## src/rtl/tl_pkg.sv

```systemverilog
// Shared types and helpers for the traffic-light fault monitor.
// Lamp patterns are handled as {red, yellow, green}.
package tl_pkg;

  typedef enum logic [1:0] {
    ST_IDLE  = 2'd0,
    ST_MON   = 2'd1,
    ST_FAULT = 2'd2
  } tl_state_e;

  typedef enum logic [1:0] {
    LAMP_NONE   = 2'd0,
    LAMP_RED    = 2'd1,
    LAMP_YELLOW = 2'd2,
    LAMP_GREEN  = 2'd3
  } tl_lamp_e;

  localparam logic [2:0] FC_NONE       = 3'd0;
  localparam logic [2:0] FC_ONEHOT     = 3'd1;
  localparam logic [2:0] FC_TRANSITION = 3'd2;
  localparam logic [2:0] FC_TIMEOUT    = 3'd3;

  function automatic logic is_onehot3(input logic [2:0] p);
    logic r_s;
    case (p)
      3'b100, 3'b010, 3'b001: r_s = 1'b1;
      default:                r_s = 1'b0;
    endcase
    return r_s;
  endfunction

  function automatic tl_lamp_e lamp_of(input logic [2:0] p);
    tl_lamp_e l_s;
    case (p)
      3'b100:  l_s = LAMP_RED;
      3'b010:  l_s = LAMP_YELLOW;
      3'b001:  l_s = LAMP_GREEN;
      default: l_s = LAMP_NONE;
    endcase
    return l_s;
  endfunction

  // Only the forward rotation G->Y->R->G is a legal lamp change.
  function automatic logic legal_step(input tl_lamp_e from, input tl_lamp_e to);
    logic r_s;
    case (from)
      LAMP_GREEN:  r_s = (to == LAMP_YELLOW);
      LAMP_YELLOW: r_s = (to == LAMP_RED);
      LAMP_RED:    r_s = (to == LAMP_GREEN);
      default:     r_s = 1'b0;
    endcase
    return r_s;
  endfunction

endpackage

```

## src/rtl/tl_flash_gen.sv

```systemverilog
// Failsafe yellow flasher: output sits at 1 while disabled and toggles
// every FLASH_HALF enabled cycles.
module tl_flash_gen #(
  parameter int FLASH_HALF = 4
) (
  input  logic clk,
  input  logic rst,
  input  logic enable,
  output logic yellow
);

  localparam int CW = $clog2(FLASH_HALF + 1);
  localparam logic [CW-1:0] LAST_C = CW'(FLASH_HALF - 1);

  logic [CW-1:0] cnt_r;
  logic          tog_r;

  // Half-period counter and toggle register.
  always_ff @(posedge clk) begin
    if (rst) begin
      cnt_r <= {CW{1'b0}};
      tog_r <= 1'b1;
    end else if (!enable) begin
      cnt_r <= {CW{1'b0}};
      tog_r <= 1'b1;
    end else if (cnt_r == LAST_C) begin
      cnt_r <= {CW{1'b0}};
      tog_r <= ~tog_r;
    end else begin
      cnt_r <= cnt_r + CW'(1);
    end
  end

  assign yellow = tog_r;

endmodule

```

## src/rtl/light_fault_monitor.sv

```systemverilog
// Supervises lamp commands from the traffic_light controller: passes them
// through while legal, latches the first fault and falls back to flashing yellow.
module light_fault_monitor
  import tl_pkg::*;
#(
  parameter int MAX_GREEN  = 20,
  parameter int MAX_YELLOW = 8,
  parameter int MAX_RED    = 20,
  parameter int FLASH_HALF = 4
) (
  input  logic       clk,
  input  logic       rst,
  input  logic       red_in,
  input  logic       yellow_in,
  input  logic       green_in,
  output logic       lamp_red,
  output logic       lamp_yellow,
  output logic       lamp_green,
  output logic       fault,
  output logic [2:0] fault_code,
  output logic [7:0] cycle_count
);

  if ((MAX_GREEN < 1) || (MAX_GREEN > 254) || (MAX_YELLOW < 1) || (MAX_YELLOW > 254) ||
      (MAX_RED < 1) || (MAX_RED > 254) || (FLASH_HALF < 1)) begin : g_bad_params
    $error("light_fault_monitor: MAX_* must be 1..254 and FLASH_HALF >= 1");
  end

  localparam logic [7:0] MAX_G_C = 8'(MAX_GREEN);
  localparam logic [7:0] MAX_Y_C = 8'(MAX_YELLOW);
  localparam logic [7:0] MAX_R_C = 8'(MAX_RED);

  logic [2:0] smp_r;
  tl_state_e  state_r, state_nxt_s;
  tl_lamp_e   cur_r, cur_nxt_s, smp_lamp_s;
  logic [7:0] dwell_r, dwell_nxt_s, dwell_inc_s, max_cur_s;
  logic [7:0] cnt_r, cnt_nxt_s;
  logic [2:0] code_r, code_nxt_s;
  logic [2:0] lamp_r, lamp_nxt_s;
  logic       fault_r;
  logic       flash_s;

  tl_flash_gen #(.FLASH_HALF(FLASH_HALF)) u_flash (
    .clk    (clk),
    .rst    (rst),
    .enable (state_nxt_s == ST_FAULT),
    .yellow (flash_s)
  );

  // Next-state, fault classification and lamp selection.
  always_comb begin
    state_nxt_s = state_r;
    cur_nxt_s   = cur_r;
    dwell_nxt_s = dwell_r;
    cnt_nxt_s   = cnt_r;
    code_nxt_s  = code_r;
    smp_lamp_s  = lamp_of(smp_r);
    dwell_inc_s = (dwell_r == 8'd255) ? 8'd255 : dwell_r + 8'd1;
    lamp_nxt_s  = 3'b100;

    case (cur_r)
      LAMP_RED:    max_cur_s = MAX_R_C;
      LAMP_YELLOW: max_cur_s = MAX_Y_C;
      LAMP_GREEN:  max_cur_s = MAX_G_C;
      default:     max_cur_s = 8'd1;
    endcase

    case (state_r)
      ST_IDLE: begin
        if (is_onehot3(smp_r)) begin
          state_nxt_s = ST_MON;
          cur_nxt_s   = smp_lamp_s;
          dwell_nxt_s = 8'd1;
        end else begin
          state_nxt_s = ST_IDLE;
        end
      end
      ST_MON: begin
        // Priority falls out of the if-chain: one-hot, then transition, then timeout.
        if (!is_onehot3(smp_r)) begin
          state_nxt_s = ST_FAULT;
          code_nxt_s  = FC_ONEHOT;
        end else if (smp_lamp_s != cur_r) begin
          if (legal_step(cur_r, smp_lamp_s)) begin
            cur_nxt_s   = smp_lamp_s;
            dwell_nxt_s = 8'd1;
            cnt_nxt_s   = (cur_r == LAMP_RED) ? cnt_r + 8'd1 : cnt_r;
          end else begin
            state_nxt_s = ST_FAULT;
            code_nxt_s  = FC_TRANSITION;
          end
        end else begin
          dwell_nxt_s = dwell_inc_s;
          if (dwell_inc_s > max_cur_s) begin
            state_nxt_s = ST_FAULT;
            code_nxt_s  = FC_TIMEOUT;
          end else begin
            state_nxt_s = ST_MON;
          end
        end
      end
      ST_FAULT: state_nxt_s = ST_FAULT;
      default:  state_nxt_s = ST_FAULT;
    endcase

    case (state_nxt_s)
      ST_MON:   lamp_nxt_s = smp_r;
      ST_FAULT: lamp_nxt_s = {1'b0, flash_s, 1'b0};
      default:  lamp_nxt_s = 3'b100;
    endcase
  end

  // Sample, state and output registers.
  always_ff @(posedge clk) begin
    if (rst) begin
      smp_r   <= 3'b000;
      state_r <= ST_IDLE;
      cur_r   <= LAMP_NONE;
      dwell_r <= 8'd0;
      cnt_r   <= 8'd0;
      code_r  <= FC_NONE;
      lamp_r  <= 3'b100;
      fault_r <= 1'b0;
    end else begin
      smp_r   <= {red_in, yellow_in, green_in};
      state_r <= state_nxt_s;
      cur_r   <= cur_nxt_s;
      dwell_r <= dwell_nxt_s;
      cnt_r   <= cnt_nxt_s;
      code_r  <= code_nxt_s;
      lamp_r  <= lamp_nxt_s;
      fault_r <= (state_nxt_s == ST_FAULT);
    end
  end

  assign {lamp_red, lamp_yellow, lamp_green} = lamp_r;
  assign fault       = fault_r;
  assign fault_code  = code_r;
  assign cycle_count = cnt_r;

endmodule

```

## config.mk

```make
export PLATFORM = sky130hd
export DESIGN_NAME = light_fault_monitor
export DESIGN_NICKNAME = d
export VERILOG_FILES = /design/src/rtl/tl_pkg.sv /design/src/rtl/tl_flash_gen.sv /design/src/rtl/light_fault_monitor.sv
export SDC_FILE = /design/constraint.sdc
export NUM_CORES = 1
export LEC_CHECK = 0
export ABC_AREA = 1
export CORE_MARGIN = 2
export CORE_UTILIZATION = 41
export CTS_CLUSTER_DIAMETER = 30
export DETAILED_ROUTE_END_ITERATION = 10
export MAX_ROUTING_LAYER = met4
export PLACE_DENSITY = 0.64
export SETUP_SLACK_MARGIN = 0.2
export SYNTH_ARGS = -nofsm -noshare
export SYNTH_HDL_FRONTEND = slang
export SYNTH_HIERARCHICAL = 1
export SYNTH_SLANG_ARGS = --single-unit
```

## constraint.sdc

```tcl
create_clock -name clk -period 2.76 [get_ports clk]
set_clock_uncertainty 0.15 [all_clocks]
set_input_delay 0.552 -clock clk [delete_from_list [all_inputs] [get_ports clk]]
set_output_delay 0.552 -clock clk [all_outputs]
set_load 0.05 [all_outputs]
```

-- Yosys cells after proc, flatten, opt, wreduce, memory -nomap -nowiden
Index checks and enable logic that the tools add are counted.
- order comparisons: 1
- equality and inequality tests: 22
- multiplexer cells: 31
- add/subtract/negate cells: 3
- bitwise gates (word level): 2
- reductions and logical operators: 10
- operator list (kind ; count):
    $mux W8 ; 5
    $add A8 B1 Y8 const B ; 2
    $mux W2 ; 8
    $pmux W8 S2 ; 1
    $mux W3 ; 4
    $eq A2 B2 Y1 const B ; 5
    $pmux W5 S2 ; 1
    $reduce_and A5 Y1 ; 2
    $eq A2 B1 Y1 const B ; 4
    $eq A8 B8 Y1 const B ; 1
    $gt A8 B8 Y1 ; 1
    $ne A2 B2 Y1 const B ; 4
    $pmux W2 S2 ; 2
    $mux W1 ; 7
    $eq A3 B2 Y1 const B ; 2
    $ne A3 B3 Y1 const B ; 2
    $pmux W2 S3 ; 1
    $pmux W3 S2 ; 1
    $reduce_or A3 Y1 ; 2
    $reduce_and A4 Y1 ; 1
    $reduce_or A2 Y1 ; 2
    $add A3 B1 Y3 const B ; 1
    $eq A3 B1 Y1 const B ; 1
    $eq A3 B3 Y1 const B ; 1
    7 further kinds ; 8
- bits in registers: 34
- input bits: 5
- word-level logic and storage cells: 79
- output and inout bits: 15

-- Depth between registers and ports, before layout
- word-level depth: 14
- gate-level depth with buffers: 21
- mapped depth without buffers: 21

-- Modules after synthesis
Netlist, hierarchy kept.
- modules (own cells, without submodules) (module ; cells an instance ; times used ; seq. area each (um^2) ; area an instance (um^2)):
    light_fault_monitor ; 269 ; 1 ; 580.6 ; 1876.8
    tl_flash_gen ; 20 ; 1 ; 80.1 ; 165.2

-- Least setup slack after synthesis
No wires, ideal clock.
- path kind: register to register
- start point: register dwell_r[0]
- end point: register lamp_r[1]
- period minus slack after synthesis: 2.774 ns
- setup time: 0.086 ns
- stages on the path, launching flop included: 19
- arrival: 2.539 ns
- buffers on the path: 0
- slack: -0.014 ns
- required time: 2.524 ns
- cell sequence: dfxtp_1 -> ha_1 -> nand2_1 -> nor2_1 -> nand2_1 -> nand3_1 -> ha_1 -> a21oi_1 -> nand2_1 -> nand2_1 -> nand2_1 -> a21oi_1 -> nand3_1 -> nand2_2 -> nand2_2 -> nand2_2 -> inv_2 -> ha_1 -> a211oi_1
- word-level cells in the longest chain between the ends: 9
- elaborated cells between the ends (all ways): 11
- those cells by class: add/sub (1); order compare (1); eq/ne (3); mux (6)
- ends and longest elaborated chain (element ; line ; source):
    start, declared ; light_fault_monitor.sv:36 ; logic [7:0] dwell_r, dwell_nxt_s, dwell_inc_s, max_cur_s;
    start signal, assigned ; light_fault_monitor.sv:128 ; dwell_r <= dwell_nxt_s;
    $add A8 B1 Y8 or $eq A8 B8 Y1 (tied branches) ; light_fault_monitor.sv:58 ; dwell_inc_s = (dwell_r == 8'd255) ? 8'd255 : dwell_r + 8'd1;
    $mux W8 * ; light_fault_monitor.sv:58 ;
    $gt A8 B8 Y1 * ; light_fault_monitor.sv:94 ; if (dwell_inc_s > max_cur_s) begin
    $mux W2 * ; light_fault_monitor.sv:94 ;
    $mux W2 * ; light_fault_monitor.sv:83 ; end else if (smp_lamp_s != cur_r) begin
    $mux W2 * ; light_fault_monitor.sv:80 ; if (!is_onehot3(smp_r)) begin
    $pmux W2 S2 * ; light_fault_monitor.sv:68 ; case (state_r)
    named net state_nxt_s[0] ; light_fault_monitor.sv:34 ; tl_state_e state_r, state_nxt_s;
    $eq A2 B2 Y1 or $eq A2 B1 Y1 (tied branches) ; light_fault_monitor.sv:106 ; case (state_nxt_s)
    $pmux W3 S2 * ; light_fault_monitor.sv:106 ;
    end signal, assigned ; light_fault_monitor.sv:131 ; lamp_r <= lamp_nxt_s;
    end, declared ; light_fault_monitor.sv:39 ; logic [2:0] lamp_r, lamp_nxt_s;
The timed path passes the listed nets; every way through them passes the cells marked *.
A chain may end at the register's enable or synchronous reset.

-- Worst setup path in the final report
- start point: register dwell_r[1]
- end point: register lamp_r[1]
Same word-level chain as after synthesis.

==> impl.org <==
** Outcome
- The flow ran to the end, and the final reports show no timing, DRC or antenna violations.

** CTS
- Number of buffers added to fix hold violations after cts :: 0
- Total number of H-tree levels :: 2
- TritonCTS built the clock tree.
- In this run the clock root is driven by a clkbuf_8.
- Clock-pin slew was measured on the worst setup and hold paths at 0.07 ns.
- Inserted Clock Buffers :: 5
- The clock passes through at most 2 buffers.
- Clock insertion delay at the later pin of the skew report :: 0.28 ns
- Number of sinks driven by the clock tree :: 33

** STA
- Time the worst path needs with I/O delays and setup :: 2.58 ns
- After layout, the worst setup slack is 0.176 ns.
- Relative slew slack :: 0.662
- For the pin with the worst max-slew slack, the measured transition is 0.506 ns.
- Final setup violation count :: 0
- Setup repair after global routing missed its margin :: true
- Achievable frequency :: 387 MHz
- The number of hold-slack violations in the final timing report was 0.
- The count of pins over their slew limit was 0.
- Dividing the final minimum period by the clock period gives 0.936.

** Yosys
- Adder-cell share of the synthesized area :: 0.0980
- Post-synthesis simple-gate area fraction :: 0.373
- Post-synthesis sequential element count :: 33
- Library cell occupying the most area in the post-synthesis netlist :: dfxtp_1
- In this run, distinct cell masters in the synthesized netlist total 31.
- Compound-gate portion of the synthesized area :: 0.0772
- For this run, the number of Yosys warnings is 6.
- Top_reg_cell synth :: dfxtp_1
- By area, the combinational part of the netlist is dominated by simple AND/OR/NAND/NOR gates.
- Share of synthesized registers carrying an async set or reset :: 0
- Proportion of netlist area held by the largest area contributor :: 0.324
- The synthesized design contains 0 enable-type register cells.
- Net count after synthesis :: 310
- Of the synthesized area, sequential elements account for 0.324.
- Post-Synth XOR/XNOR Area :: 0.0300
- After synthesis, the share of cell area in mux cells is 0.
- After technology mapping, the gate count stands at 289.
- Each instance of the synthesized netlist takes up on average 7.07 sq um.
- In the post-synthesis netlist, the biggest area contributors are dfxtp_1 (32%), nand2_1 (11%), ha_1 (9.8%).
- Post-synthesis cell area :: 2040 sq um

** Setup path
- Critical path buffer and inverter count :: 2
- Family with the most delay on the worst path :: simple AND/OR/NAND/NOR gates
- On the critical path, the stage with the largest delay is an instance of dfxtp_4.
- Endpoint class of the critical path :: flop
- STA puts the critical path data required time at 2.82 ns.
- Of all nets on the critical path, the largest fanout is 5.
- Data arrival at the endpoint of the critical path :: 2.64 ns
- Crit path kind :: flop to flop
- The signal on the critical path passes through ha_4 > nand2_4 > nor2_4 > nand2_4 > nand3_4 > ha_4 > a21oi_4 > buf_4 > o21bai_1 > a21oi_2 > nand3_2 > nand3_4 > nand2_4 > inv_4 > ha_4 > nand2_2 > a211oi_2.
- Delay of the slowest critical-path stage :: 0.36 ns
- The setup check on the worst reg-to-reg path leaves a slack of 0.18 ns.
- Startpoint class of the critical path :: flop

** Worst hold path
- The min-delay analysis places its worst path in the category flop to flop.

** Cells and area
- Total inserted antenna cells :: 0
- At the end of the flow the core is filled with cells to 0.571.
- Fill cell total of the finished layout :: 460
- In the final layout, the share of cells above drive strength 1 is 0.263.
- Number of nets at the end of the flow :: 344
- Area of combinational cells with multiple inputs :: 1400 sq um
- The count of cells in the finished layout, fillers not included, comes to 390.
- Compared with the post-synthesis result, the final layout area differs by 33.0%.
- Area taken by flip-flops and latches :: 672 sq um

** Placed design
- Final weighted congestion in routability-driven placement :: 0.836
- Port Buffers :: 18
- Cell Count Post-Placement :: 375
- After legalization and detailed placement, the total HPWL measured 3.17 mm.
- Prior to clock tree synthesis, the placed netlist has a worst setup slack of 0.0269 ns.

** Pwr
- Peak VDD IR :: 0.400 mV
- Reg power frac :: 0.362
- Leak Pwr :: 1.18 nW
- Cell internal power was estimated by the tool at 0.000990 W.
- Total power draw :: 0.00150 W
- In this run the power spent charging and discharging nets is 0.000508 W.
- Combinational share of power :: 0.348
- Of the total power, the share spent switching nets is 0.339.
- Relative contribution of the clock network to total power :: 0.291
- Power spread over the standard cell area amounts to 552 nW/um^2.

** Detailed routing
- After detailed routing, the number of remaining DRC violations is 0.
- Dividing the detail-routed via count by the number of cells gives 4.79.
- After detailed routing, the average wire length per cell comes to 11.4 microns.
- Number of DRC markers after the initial detailed-route iteration :: 75
- Vias after detailed routing :: 1870
- For this block, the routed nets add up to 4.46 mm of wire.
- Iteration count of the initial detailed-routing pass :: 4
- Once detail routing completed, the nets flagged for antenna violations numbered 0.

** Global routing
- The number of global-route vias before repair came to 1745.
- Number of antenna violations at the first check in global routing :: 0
- Total track usage :: 0.177
- Pin count of the biggest net entering global routing :: 20
- Global routing finished with a remaining overflow of 0.
- The first global-routing pass estimated 7.47 mm of wire.

** Die
- The die is 74.6 microns wide.
- Core footprint :: 4750 sq um
- Die outline area :: 5560 sq um
- Top-Level Pins :: 20
- DIE HEIGHT :: 74.6 microns
- Core Rows :: 25
- For this configuration, the core starts out at a cell density of 0.429.

** Flow run
- # Max-Cap Violations :: 0
## worst paths after layout
kind | to | startpoint | depth (start not counted)
hold reg to reg | u_flash/cnt_r[0] | u_flash/cnt_r[0] | 1
hold / removal | u_flash/cnt_r[0] | u_flash/cnt_r[0] | 1
setup / recovery | lamp_r[1] | dwell_r[1] | 17
setup reg to reg | lamp_r[1] | dwell_r[1] | 17
## flip-flops by register name (all words and copies together), names as in the netlist, 2 cells and up
register / cells
cur_r: 2
cycle_count: 8
dwell_r: 8
fault_code: 2
lamp_r: 3
smp_r: 3
state_r: 2
u_flash/cnt_r: 3
## layout by cell type (no fill, tap or decap), types with 2 or more instances in the layout
master,n
nand2_1,55
nor2_1,30
inv_1,29
dfxtp_1,28
nand3_1,23
clkdlybuf4s50_1,18
buf_4,16
a21oi_1,15
nand4_1,13
inv_2,11
ha_1,9
nand2_4,7
nand2_2,7
ha_4,7
nor2_2,5
clkbuf_8,5
nor2_4,4
nand3_4,4
xor2_1,4
o21ai_0,3
nand3_2,3
xnor2_1,3
dfxtp_2,3
o21bai_1,2
a21oi_4,2
a21oi_2,2
nand3b_1,2
nor3_1,2
dfxtp_4,2
## metrics by stage
stage	TNS, ns	instance area, sq um	hold slack (ns)
3_3_place_gp	0	2390	0.261
2_1_floorplan	0	2110	0.247
4_1_cts	0	2590	0.271
6_report	0	2720	0.280
3_5_place_dp	0	2390	0.262
5_1_grt	-0.0280	2720	0.291
## area by class of cell
class                      count  share of cell area
multi-input combinational    208               0.515
sequential                    33               0.247
timing repair buffer          34               0.111
inverter                      41              0.0576
tap                           67              0.0309
clock buffer                   5              0.0253
clock inverter                 2              0.0129
## routing by layer
metal | routed length (microns) | up-vias | global-route usage
li1 | - | 990 | -
met1 | 2060 | 853 | 0.212
met2 | 2220 | 23 | 0.301
met3 | 138 | 4 | 0.0393
met4 | 42 | 0 | 0.0476
met5 | 0 | - | -
## kinds of logic (layout without fill, tap and decap cells)
| group | after synthesis | in the layout |
|---|---|---|
| simple gates | 157 | 157 |
| compound gates | 27 | 27 |
| flops | 33 | 33 |
| other cells | 1 | 1 |
| fa+ha+maj | 16 | 16 |
| buf+inv | 48 | 82 |
| xor+xnor | 7 | 7 |
## synth_stat cells, types with 2 or more instances
| master | count |
|---|---|
| nand2_1 | 60 |
| nor2_1 | 34 |
| dfxtp_1 | 33 |
| inv_1 | 32 |
| nand3_1 | 25 |
| a21oi_1 | 17 |
| ha_1 | 16 |
| nand4_1 | 13 |
| inv_2 | 9 |
| nand2_2 | 7 |
| o21ai_0 | 5 |
| nand3_2 | 4 |
| xor2_1 | 4 |
| nor2_2 | 3 |
| nor3_1 | 3 |
| xnor2_1 | 3 |
| buf_4 | 2 |
| clkbuf_1 | 2 |
| nand2_4 | 2 |
| nand3b_1 | 2 |
| nor2_4 | 2 |
| o21bai_1 | 2 |
## power by group through the flow
| stage | sequential (W) | clock [W] | combinational [W] |
|---|---|---|---|
| after floorplan | 0.000578 | 0 | 0.000305 |
| after global placement | 0.000550 | 0 | 0.000425 |
| after detailed placement | 0.000551 | 0 | 0.000431 |
| after CTS | 0.000541 | 0.000447 | 0.000464 |
| after global routing | 0.000546 | 0.000468 | 0.000584 |
| final | 0.000542 | 0.000436 | 0.000521 |
## what timing repair did
action / in CTS / in global routing
setup buffers: 4 / 4
setup endpoints to repair: 8 / 8
gates resized for setup: 14 / 18
pin swaps: 15 / 16
## worst register-to-register path, stage by stage, from the launching register on
cell and delay [ns]:
dfxtp_4 0.36, ha_4 0.16, nand2_4 0.08, nor2_4 0.04, nand2_4 0.12, nand3_4 0.09
ha_4 0.24, a21oi_4 0.13, buf_4 0.12, o21bai_1 0.07, a21oi_2 0.15, nand3_2 0.13
nand3_4 0.12, nand2_4 0.07, inv_4 0.07, ha_4 0.15, nand2_2 0.06, a211oi_2 0.21
No activity file was read; power rests on OpenSTA's default activity.
